File: config.mk
export PLATFORM = sky130hd
export DESIGN_NAME = uart_rx
export DESIGN_NICKNAME = d
export VERILOG_FILES = /design/src/rtl/uart_rx.sv
export SDC_FILE = /design/constraint.sdc
export NUM_CORES = 1
export LEC_CHECK = 0
export CORE_MARGIN = 2
export CORE_UTILIZATION = 35
export CTS_CLUSTER_DIAMETER = 60
export DETAILED_ROUTE_END_ITERATION = 16
export PLACE_DENSITY = 0.68
export REMOVE_ABC_BUFFERS = 1
export SLEW_MARGIN = 20
export SYNTH_ARGS = -nofsm -noshare
export SYNTH_HDL_FRONTEND = slang
export SYNTH_SLANG_ARGS = --single-unit
File: constraint.sdc
create_clock -name clk -period 1.9 [get_ports clk]
set_input_delay 0.38 -clock clk [delete_from_list [all_inputs] [get_ports clk]]
set_output_delay 0.38 -clock clk [all_outputs]
set_load 0.01 [all_outputs]
File: src/rtl/uart_rx.sv
// uart_rx - UART receiver with start-bit detection and mid-bit sampling.
//
// The serial line is synchronised (2 flops), a 1->0 transition starts a frame,
// every bit is sampled at prescale/2, data are shifted in LSB-first, optional
// parity and the stop bit are checked, and a good word is presented on p_data
// with a single-cycle data_valid strobe.
//
// Optional build macro: UART_RX_MAJORITY_EN
//   defined   - 2-of-3 majority of samples at S-1, S, S+1, decided at S+1
//   undefined - single sample at S, decided at S
//
// Ports:
//   clk        system clock, rising edge
//   rst        synchronous active-high reset
//   rx_in      serial line, idle high, asynchronous to clk
//   prescale   clk cycles per bit (8, 16 or 32), latched at start detection
//   par_en     1 = parity bit follows the data, latched at start detection
//   par_typ    0 = even, 1 = odd parity, latched at start detection
//   p_data     last correctly received word
//   data_valid one-cycle pulse when p_data is updated
//   par_err    one-cycle pulse on parity mismatch
//   stop_err   one-cycle pulse when the stop bit is sampled low
module uart_rx #(
    parameter int DATA_WIDTH = 8,
    parameter int PRESCALE_W = 6
) (
    input  logic                  clk,
    input  logic                  rst,
    input  logic                  rx_in,
    input  logic [PRESCALE_W-1:0] prescale,
    input  logic                  par_en,
    input  logic                  par_typ,
    output logic [DATA_WIDTH-1:0] p_data,
    output logic                  data_valid,
    output logic                  par_err,
    output logic                  stop_err
);

    localparam int BCW = (DATA_WIDTH > 1) ? $clog2(DATA_WIDTH) : 1;
    localparam logic [BCW-1:0]        LAST_BIT = BCW'(DATA_WIDTH - 1);
    localparam logic [BCW-1:0]        BIT_ONE  = BCW'(1);
    localparam logic [PRESCALE_W-1:0] ONE      = PRESCALE_W'(1);

    typedef enum logic [2:0] {
        S_IDLE,
        S_START,
        S_DATA,
        S_PARITY,
        S_STOP
    } state_t;

    state_t                state_q, state_d;
    logic                  sync1_q, sync2_q, rx_prev_q;
    logic [PRESCALE_W-1:0] edge_cnt_q, edge_cnt_d;
    logic [BCW-1:0]        bit_cnt_q, bit_cnt_d;
    logic [DATA_WIDTH-1:0] shift_q, shift_d;
    logic [PRESCALE_W-1:0] presc_q, presc_d;
    logic                  par_en_q, par_en_d;
    logic                  par_typ_q, par_typ_d;
    logic                  par_flag_q, par_flag_d;
    logic [DATA_WIDTH-1:0] p_data_q, p_data_d;
    logic                  data_valid_q, data_valid_d;
    logic                  par_err_q, par_err_d;
    logic                  stop_err_q, stop_err_d;

    logic                  rx_s, fall, last, dec, bit_val;
    logic [PRESCALE_W-1:0] samp_pt;

    assign rx_s    = sync2_q;
    assign fall    = rx_prev_q & ~rx_s;
    assign samp_pt = presc_q >> 1;
    assign last    = (edge_cnt_q == presc_q - ONE);

`ifdef UART_RX_MAJORITY_EN
    logic samp_a_q, samp_a_d, samp_b_q, samp_b_d;
    // Samples at S-1 and S are held; the third is the live value at S+1.
    assign dec     = (edge_cnt_q == samp_pt + ONE);
    assign bit_val = (samp_a_q & samp_b_q) | (samp_a_q & rx_s) | (samp_b_q & rx_s);
`else
    assign dec     = (edge_cnt_q == samp_pt);
    assign bit_val = rx_s;
`endif

    always_comb begin
        state_d      = state_q;
        edge_cnt_d   = last ? '0 : edge_cnt_q + ONE;
        bit_cnt_d    = bit_cnt_q;
        shift_d      = shift_q;
        presc_d      = presc_q;
        par_en_d     = par_en_q;
        par_typ_d    = par_typ_q;
        par_flag_d   = par_flag_q;
        p_data_d     = p_data_q;
        data_valid_d = 1'b0;
        par_err_d    = 1'b0;
        stop_err_d   = 1'b0;
`ifdef UART_RX_MAJORITY_EN
        samp_a_d     = samp_a_q;
        samp_b_d     = samp_b_q;
        if (edge_cnt_q == samp_pt - ONE) samp_a_d = rx_s;
        if (edge_cnt_q == samp_pt)       samp_b_d = rx_s;
`endif
        unique case (state_q)
            S_IDLE: begin
                edge_cnt_d = '0;
                bit_cnt_d  = '0;
                if (fall) begin
                    state_d    = S_START;
                    presc_d    = prescale;
                    par_en_d   = par_en;
                    par_typ_d  = par_typ;
                    par_flag_d = 1'b0;
                end
            end
            S_START: begin
                if (dec && bit_val) begin
                    // Start bit not low at its centre: treat as a glitch.
                    state_d    = S_IDLE;
                    edge_cnt_d = '0;
                end else if (last) begin
                    state_d = S_DATA;
                end
            end
            S_DATA: begin
                if (dec) shift_d = {bit_val, shift_q[DATA_WIDTH-1:1]};
                if (last) begin
                    if (bit_cnt_q == LAST_BIT) begin
                        bit_cnt_d = '0;
                        state_d   = par_en_q ? S_PARITY : S_STOP;
                    end else begin
                        bit_cnt_d = bit_cnt_q + BIT_ONE;
                    end
                end
            end
            S_PARITY: begin
                if (dec) par_flag_d = bit_val ^ (^shift_q) ^ par_typ_q;
                if (last) state_d = S_STOP;
            end
            S_STOP: begin
                // Leave at the sample point so the next start edge is not missed.
                if (dec) begin
                    state_d    = S_IDLE;
                    edge_cnt_d = '0;
                    stop_err_d = ~bit_val;
                    par_err_d  = par_flag_q;
                    if (bit_val && !par_flag_q) begin
                        data_valid_d = 1'b1;
                        p_data_d     = shift_q;
                    end
                end
            end
            default: state_d = S_IDLE;
        endcase
    end

    always_ff @(posedge clk) begin
        if (rst) begin
            state_q      <= S_IDLE;
            sync1_q      <= 1'b1;
            sync2_q      <= 1'b1;
            rx_prev_q    <= 1'b1;
            edge_cnt_q   <= '0;
            bit_cnt_q    <= '0;
            shift_q      <= '0;
            presc_q      <= '0;
            par_en_q     <= 1'b0;
            par_typ_q    <= 1'b0;
            par_flag_q   <= 1'b0;
            p_data_q     <= '0;
            data_valid_q <= 1'b0;
            par_err_q    <= 1'b0;
            stop_err_q   <= 1'b0;
`ifdef UART_RX_MAJORITY_EN
            samp_a_q     <= 1'b1;
            samp_b_q     <= 1'b1;
`endif
        end else begin
            state_q      <= state_d;
            sync1_q      <= rx_in;
            sync2_q      <= sync1_q;
            rx_prev_q    <= sync2_q;
            edge_cnt_q   <= edge_cnt_d;
            bit_cnt_q    <= bit_cnt_d;
            shift_q      <= shift_d;
            presc_q      <= presc_d;
            par_en_q     <= par_en_d;
            par_typ_q    <= par_typ_d;
            par_flag_q   <= par_flag_d;
            p_data_q     <= p_data_d;
            data_valid_q <= data_valid_d;
            par_err_q    <= par_err_d;
            stop_err_q   <= stop_err_d;
`ifdef UART_RX_MAJORITY_EN
            samp_a_q     <= samp_a_d;
            samp_b_q     <= samp_b_d;
`endif
        end
    end

    assign p_data     = p_data_q;
    assign data_valid = data_valid_q;
    assign par_err    = par_err_q;
    assign stop_err   = stop_err_q;

endmodule
# ---- Yosys cells after proc, flatten, opt, wreduce, memory -nomap -nowiden
# Index checks and enable logic that the tools add are counted.
dict set report totals {
  mem_count 0
  wordCells 72
  mem_bits_rw 0
  output_inout_bits 11
  reg_bits 43
  latchBits 0
  rom_bits 0
}
dict set report op_classes {
  shifts 0
  mul 0
  magnitude_cmp 0
  add_sub_neg 3
  n_bitwise 6
  n_mux 20
  n_reduce_logical 14
  div 0
  eq_ne 14
}
# cell count
set op_table {}
lappend op_table {{$mux W3} 10}
lappend op_table {{$mux W6} 3}
lappend op_table {{$pmux W6 S3} 1}
lappend op_table {{$pmux W3 S5} 1}
lappend op_table {{$ne A2 B2 Y1 const B} 6}
lappend op_table {{$reduce_xor A8 Y1} 1}
lappend op_table {{$add A6 B1 Y6 const B} 1}
lappend op_table {{$eq A3 B2 Y1 const B} 2}
lappend op_table {{$eq A3 B3 Y1 const B} 2}
lappend op_table {{$eq A6 B5 Y1} 1}
lappend op_table {{$eq A6 B6 Y1} 1}
lappend op_table {{$pmux W3 S2} 1}
lappend op_table {{$reduce_and A2 Y1} 3}
lappend op_table {{$reduce_and A3 Y1} 2}
lappend op_table {{$reduce_and A6 Y1} 1}
lappend op_table {{$sub A6 B1 Y6 const B} 1}
lappend op_table {{$reduce_bool A2 Y1} 2}
lappend op_table {{$add A3 B1 Y3 const B} 1}
lappend op_table {{$eq A3 B1 Y1 const B} 1}
lappend op_table {{$logic_not A3 Y1} 1}
lappend op_table {{$mux W1} 3}
lappend op_table {{$ne A3 B3 Y1 const B} 1}
lappend op_table {{$not A1 Y1} 3}
lappend op_table {{$reduce_or A3 Y1} 1}
lappend op_table {{other kinds (5)} 7}

# ---- Logic depth before layout (Yosys ltp)
dict set report depth {
  depth_word 5
  depth_mapped 7
  depth_no_buf 7
}

# ---- Least setup slack after synthesis
# OpenSTA, ideal clock, no wires.
dict set report synth_timing {
  kind {register to register}
  from {register presc_q[0]}
  to {register state_q[1]}
  setup_ns 0.086
  synth_period_minus_slack_ns 1.837
  path_stages_with_launch 8
  arrival_time_ns 1.751
  required_ns 1.814
  path_slack_ns 0.063
  n_path_buf 0
  path_cell_list {dfxtp_1 -> inv_1 -> ha_1 -> xnor2_1 -> a211oi_1 -> o211ai_2 -> or2_1 -> a221oi_2}
}
dict set report synth_via {
  elab_chain_len 4
  word_cells_on_any_way 6
  cone_classes {add/sub (1); eq/ne (4); reduce/logical (1)}
}
# element line
set synth_lines {}
lappend synth_lines {{from (decl)} 57} ;# logic [PRESCALE_W-1:0] presc_q, presc_d;
lappend synth_lines {{from (signal assigned)} 185} ;# presc_q <= presc_d;
lappend synth_lines {{$sub A6 B1 Y6 *} 72} ;# assign last = (edge_cnt_q == presc_q - ONE);
lappend synth_lines {{$eq A6 B6 Y1 *} 72}
lappend synth_lines {{$ne A3 B3 Y1 (no line) / $ne A2 B2 Y1 (equally long branches)} --}
lappend synth_lines {{$reduce_and A6 Y1 (no line) *} --}
lappend synth_lines {{to (signal assigned)} 178} ;# state_q <= state_d;
lappend synth_lines {{to (decl)} 52} ;# state_t state_q, state_d;
# Every way passes the cells marked *; elsewhere a longest branch is shown, timed or not.
# A chain may end at the register's enable or synchronous reset.

# ---- Final worst setup path
# Ends and elaborated chain as after synthesis.

==> impl_metrics.env <==
export IMPL_power_density_nw_per_um2=614
export IMPL_rsz0062_at_grt="yes"
export IMPL_drt_iter0_drc=52
export IMPL_clkSinkCount=43
export IMPL_core_sq_um=5920
export IMPL_synth_seq_cells=43
export IMPL_cts_inserted_buffers=5
export IMPL_worst_hold_slack_ns=0.415
export IMPL_dieHeight_um=82.2
export IMPL_synth_area_leaders="dfxtp_1 40%, mux2i_1 12%, nor2_1 6.7%, xnor2_1 5.3%, xor2_1 3.7%"
export IMPL_internal_power_mw=1.25
export IMPL_seqPwrFrac_pct=55.1
export IMPL_post_route_cells_drive_above_1_share_pct=21.9
export IMPL_first_pass_iters=4
export IMPL_yosys_top_cells_count="43 x dfxtp_1, 38 x nor2_1, 25 x mux2i_1"
export IMPL_synth_edff_count=0
export IMPL_start_kind="flop"
export IMPL_netlist_area_leader_share_pct=40.2
export IMPL_min_period_over_period_pct=97.9
export IMPL_grt_util_all_layers_pct=13.4
export IMPL_ir_drop_v=0.000350
export IMPL_p_sw_share_pct=25.1
export IMPL_synthFlopType="dfxtp_1"
export IMPL_fmax_mhz=538
export IMPL_reg2reg_slack_ns=0.04
export IMPL_crit_start="presc_q[0]"
export IMPL_syn_avg_cell_area_sq_um=9.96
export IMPL_clockPowerShare_pct=34.8
export IMPL_grt_pass1_vias=1498
export IMPL_worst_r2r_path_depth=8
export IMPL_outcome="complete, no violations"
export IMPL_grt_pass1_wl_mm=6.97
export IMPL_syn_inst=215
export IMPL_vias=1630
export IMPL_initial_utilization_pct=36.2
export IMPL_n_fill_cell=558
export IMPL_endpoint="state_q[1]"
export IMPL_yosysWarnings=0
export IMPL_synth_largest_area_cell="dfxtp_1"
export IMPL_setup_viol=0
export IMPL_worst_setup_path_end_kind="flop"
export IMPL_r2r_end="state_q[1]"
export IMPL_crit_required_ns=2.08
export IMPL_timing_hold_violations_final=0
export IMPL_tns_ns=0
export IMPL_cap_violations=0
export IMPL_drv_slew=0
export IMPL_die_w_um=82.2
export IMPL_hold_class="reg2reg"
export IMPL_wl_per_cell_um=13.3
export IMPL_core_rowCount=28
export IMPL_remaining_drc_errors=0
export IMPL_r2r_start="presc_q[0]"
export IMPL_ioPinCount=22
export IMPL_power_total_mw=1.68
export IMPL_path_max_fanout=8
export IMPL_finClkSkew_ns=0.00578
export IMPL_worstMarginPinSlew_ns=0.583
export IMPL_grt_ovfl_total=0
export IMPL_yosys_cell_count_top_type="dfxtp_1"
export IMPL_syn_to_final_growth_pct=27.4
export IMPL_cts_tree="built"
export IMPL_switching_power_uw=421
export IMPL_detail_route_wirelength_mm=4.39
export IMPL_ys_types=47
export IMPL_path_class="reg2reg"
export IMPL_syn_area_sq_um=2140
export IMPL_worstPathArrival_ns=2.04
export IMPL_ant_nets=0
export IMPL_slew_headroom_pct=61.0
export IMPL_dp_final_hpwl_mm=3.01
export IMPL_htreeDepth=2
export IMPL_clockRootBuffer="clkbuf_8"
export IMPL_final_nets=270
export IMPL_numPortBuffers=21
export IMPL_ys_seq_area_share_pct=40.2
export IMPL_clk_path_buf_depth=2
export IMPL_grt_max_degree=23
export IMPL_via_per_inst=4.92
export IMPL_clk_transition_reported_paths_ns=0.08
export IMPL_insertion_delay_ns=0.30
export IMPL_min_period_ns=1.86
export IMPL_synth_async_reset_ratio_pct=0
export IMPL_grt_antenna_before_repair=0
export IMPL_p_leak_nw=1.17
export IMPL_combPwrFrac_pct=10.1
export IMPL_gp_congestion=0.884
export IMPL_num_antenna_cells=0
export IMPL_design_die_area_sq_um=6760
export IMPL_postCtsHoldBufs=0
## power by group through the flow
| stage | sequential (mW) | clock (mW) | combinational [mW] |
|---|---|---|---|
| detailed placement | 0.943 | 0 | 0.147 |
| finish | 0.923 | 0.582 | 0.170 |
| CTS | 0.922 | 0.603 | 0.149 |
| global placement | 0.943 | 0 | 0.147 |
| floorplan | 0.941 | 0 | 0.0825 |
| global route | 0.925 | 0.639 | 0.183 |
## worst max-delay path: stages, from the launching register on
cell and delay [ns]:
dfxtp_2 0.35, inv_1 0.04, ha_1 0.29, xnor2_1 0.14
a211oi_2 0.23, o211ai_4 0.16, buf_4 0.17, a311oi_2 0.26
a221oi_2 0.09
## cells in the final DEF (no fill, tap or decap), types with 3 or more instances in the layout
master / instances
buf_4: 19
clkbuf_8: 5
clkdlybuf4s50_1: 21
dfxtp_1: 40
dfxtp_2: 3
ha_1: 4
inv_1: 3
mux2i_1: 25
nand2_1: 5
nand2b_1: 3
nand3_1: 7
nor2_1: 37
nor2b_1: 4
nor3_1: 3
o211ai_1: 4
or2_2: 3
or3b_2: 3
xnor2_1: 13
xor2_1: 9
## stage by stage
stage	instance area [sq um]	utilization (%)	std cells	worst slack [ns]
finish	2730	46.1	331	0.0405
global route	2730	46.1	331	-0.0638
CTS	2620	44.3	324	-0.0138
detailed placement	2520	42.6	315	-0.0495
global placement	2520	42.6	315	0.00679
floorplan	2090	-	204	0.0603
## flip-flops by register name, summed over array words and instances, names as in the netlist, 3 cells and up
name	cells
presc_q	6
bit_cnt_q	3
p_data	8
edge_cnt_q	6
shift_q	8
state_q	3
## metal layers
layer	vias to the layer above	routed length, um	GRT usage (%)
met5	-	0	0
met4	0	74	5.00
met3	5	131	2.28
met2	33	2020	21.8
met1	760	2170	17.7
li1	832	-	-
## area by class of cell
type,instances,area (sq um),area share (%)
Clock buffer,6,72.6,2.66
Clock inverter,2,12.5,0.459
Inverter,3,11.3,0.413
Multi-Input combinational cell,159,1280,46.9
Sequential cell,43,865,31.7
Tap cell,75,93.8,3.44
Timing Repair Buffer,43,395,14.5
## cell families (layout without fill, tap and decap cells)
| group | Yosys count | in the layout | synth area share, % |
|---|---|---|---|
| buffers and inverters | 14 | 54 | 2.80 |
| flip-flops | 43 | 43 | 40.2 |
| multiplexers | 25 | 25 | 11.7 |
| adder cells (fa/ha/maj) | 4 | 4 | 2.34 |
| AND/OR/NAND/NOR | 85 | 85 | 23.2 |
| AO/OA/AOI/OAI | 20 | 21 | 8.99 |
| XOR/XNOR | 24 | 24 | 10.8 |
## how the worst min path moves through the flow
stage	start	to	slack, ns	cells past startpoint
3_5_place_dp	sync1_q	bit_val	0.39	1
3_3_place_gp	sync1_q	bit_val	0.39	1
2_1_floorplan	sync1_q	bit_val	0.39	1
4_1_cts	sync1_q	bit_val	0.41	1
5_1_grt	sync1_q	bit_val	0.44	1
6_report	sync1_q	bit_val	0.42	1
## timing repair
action / 4_1_cts / 5_1_grt
gates cloned: 0 / 1
pin swaps: 3 / 10
resized for setup: 1 / 11
setup endpoints to repair: 6 / 13
setup buffers: 1 / 6
(Power assumes the default switching activity.)
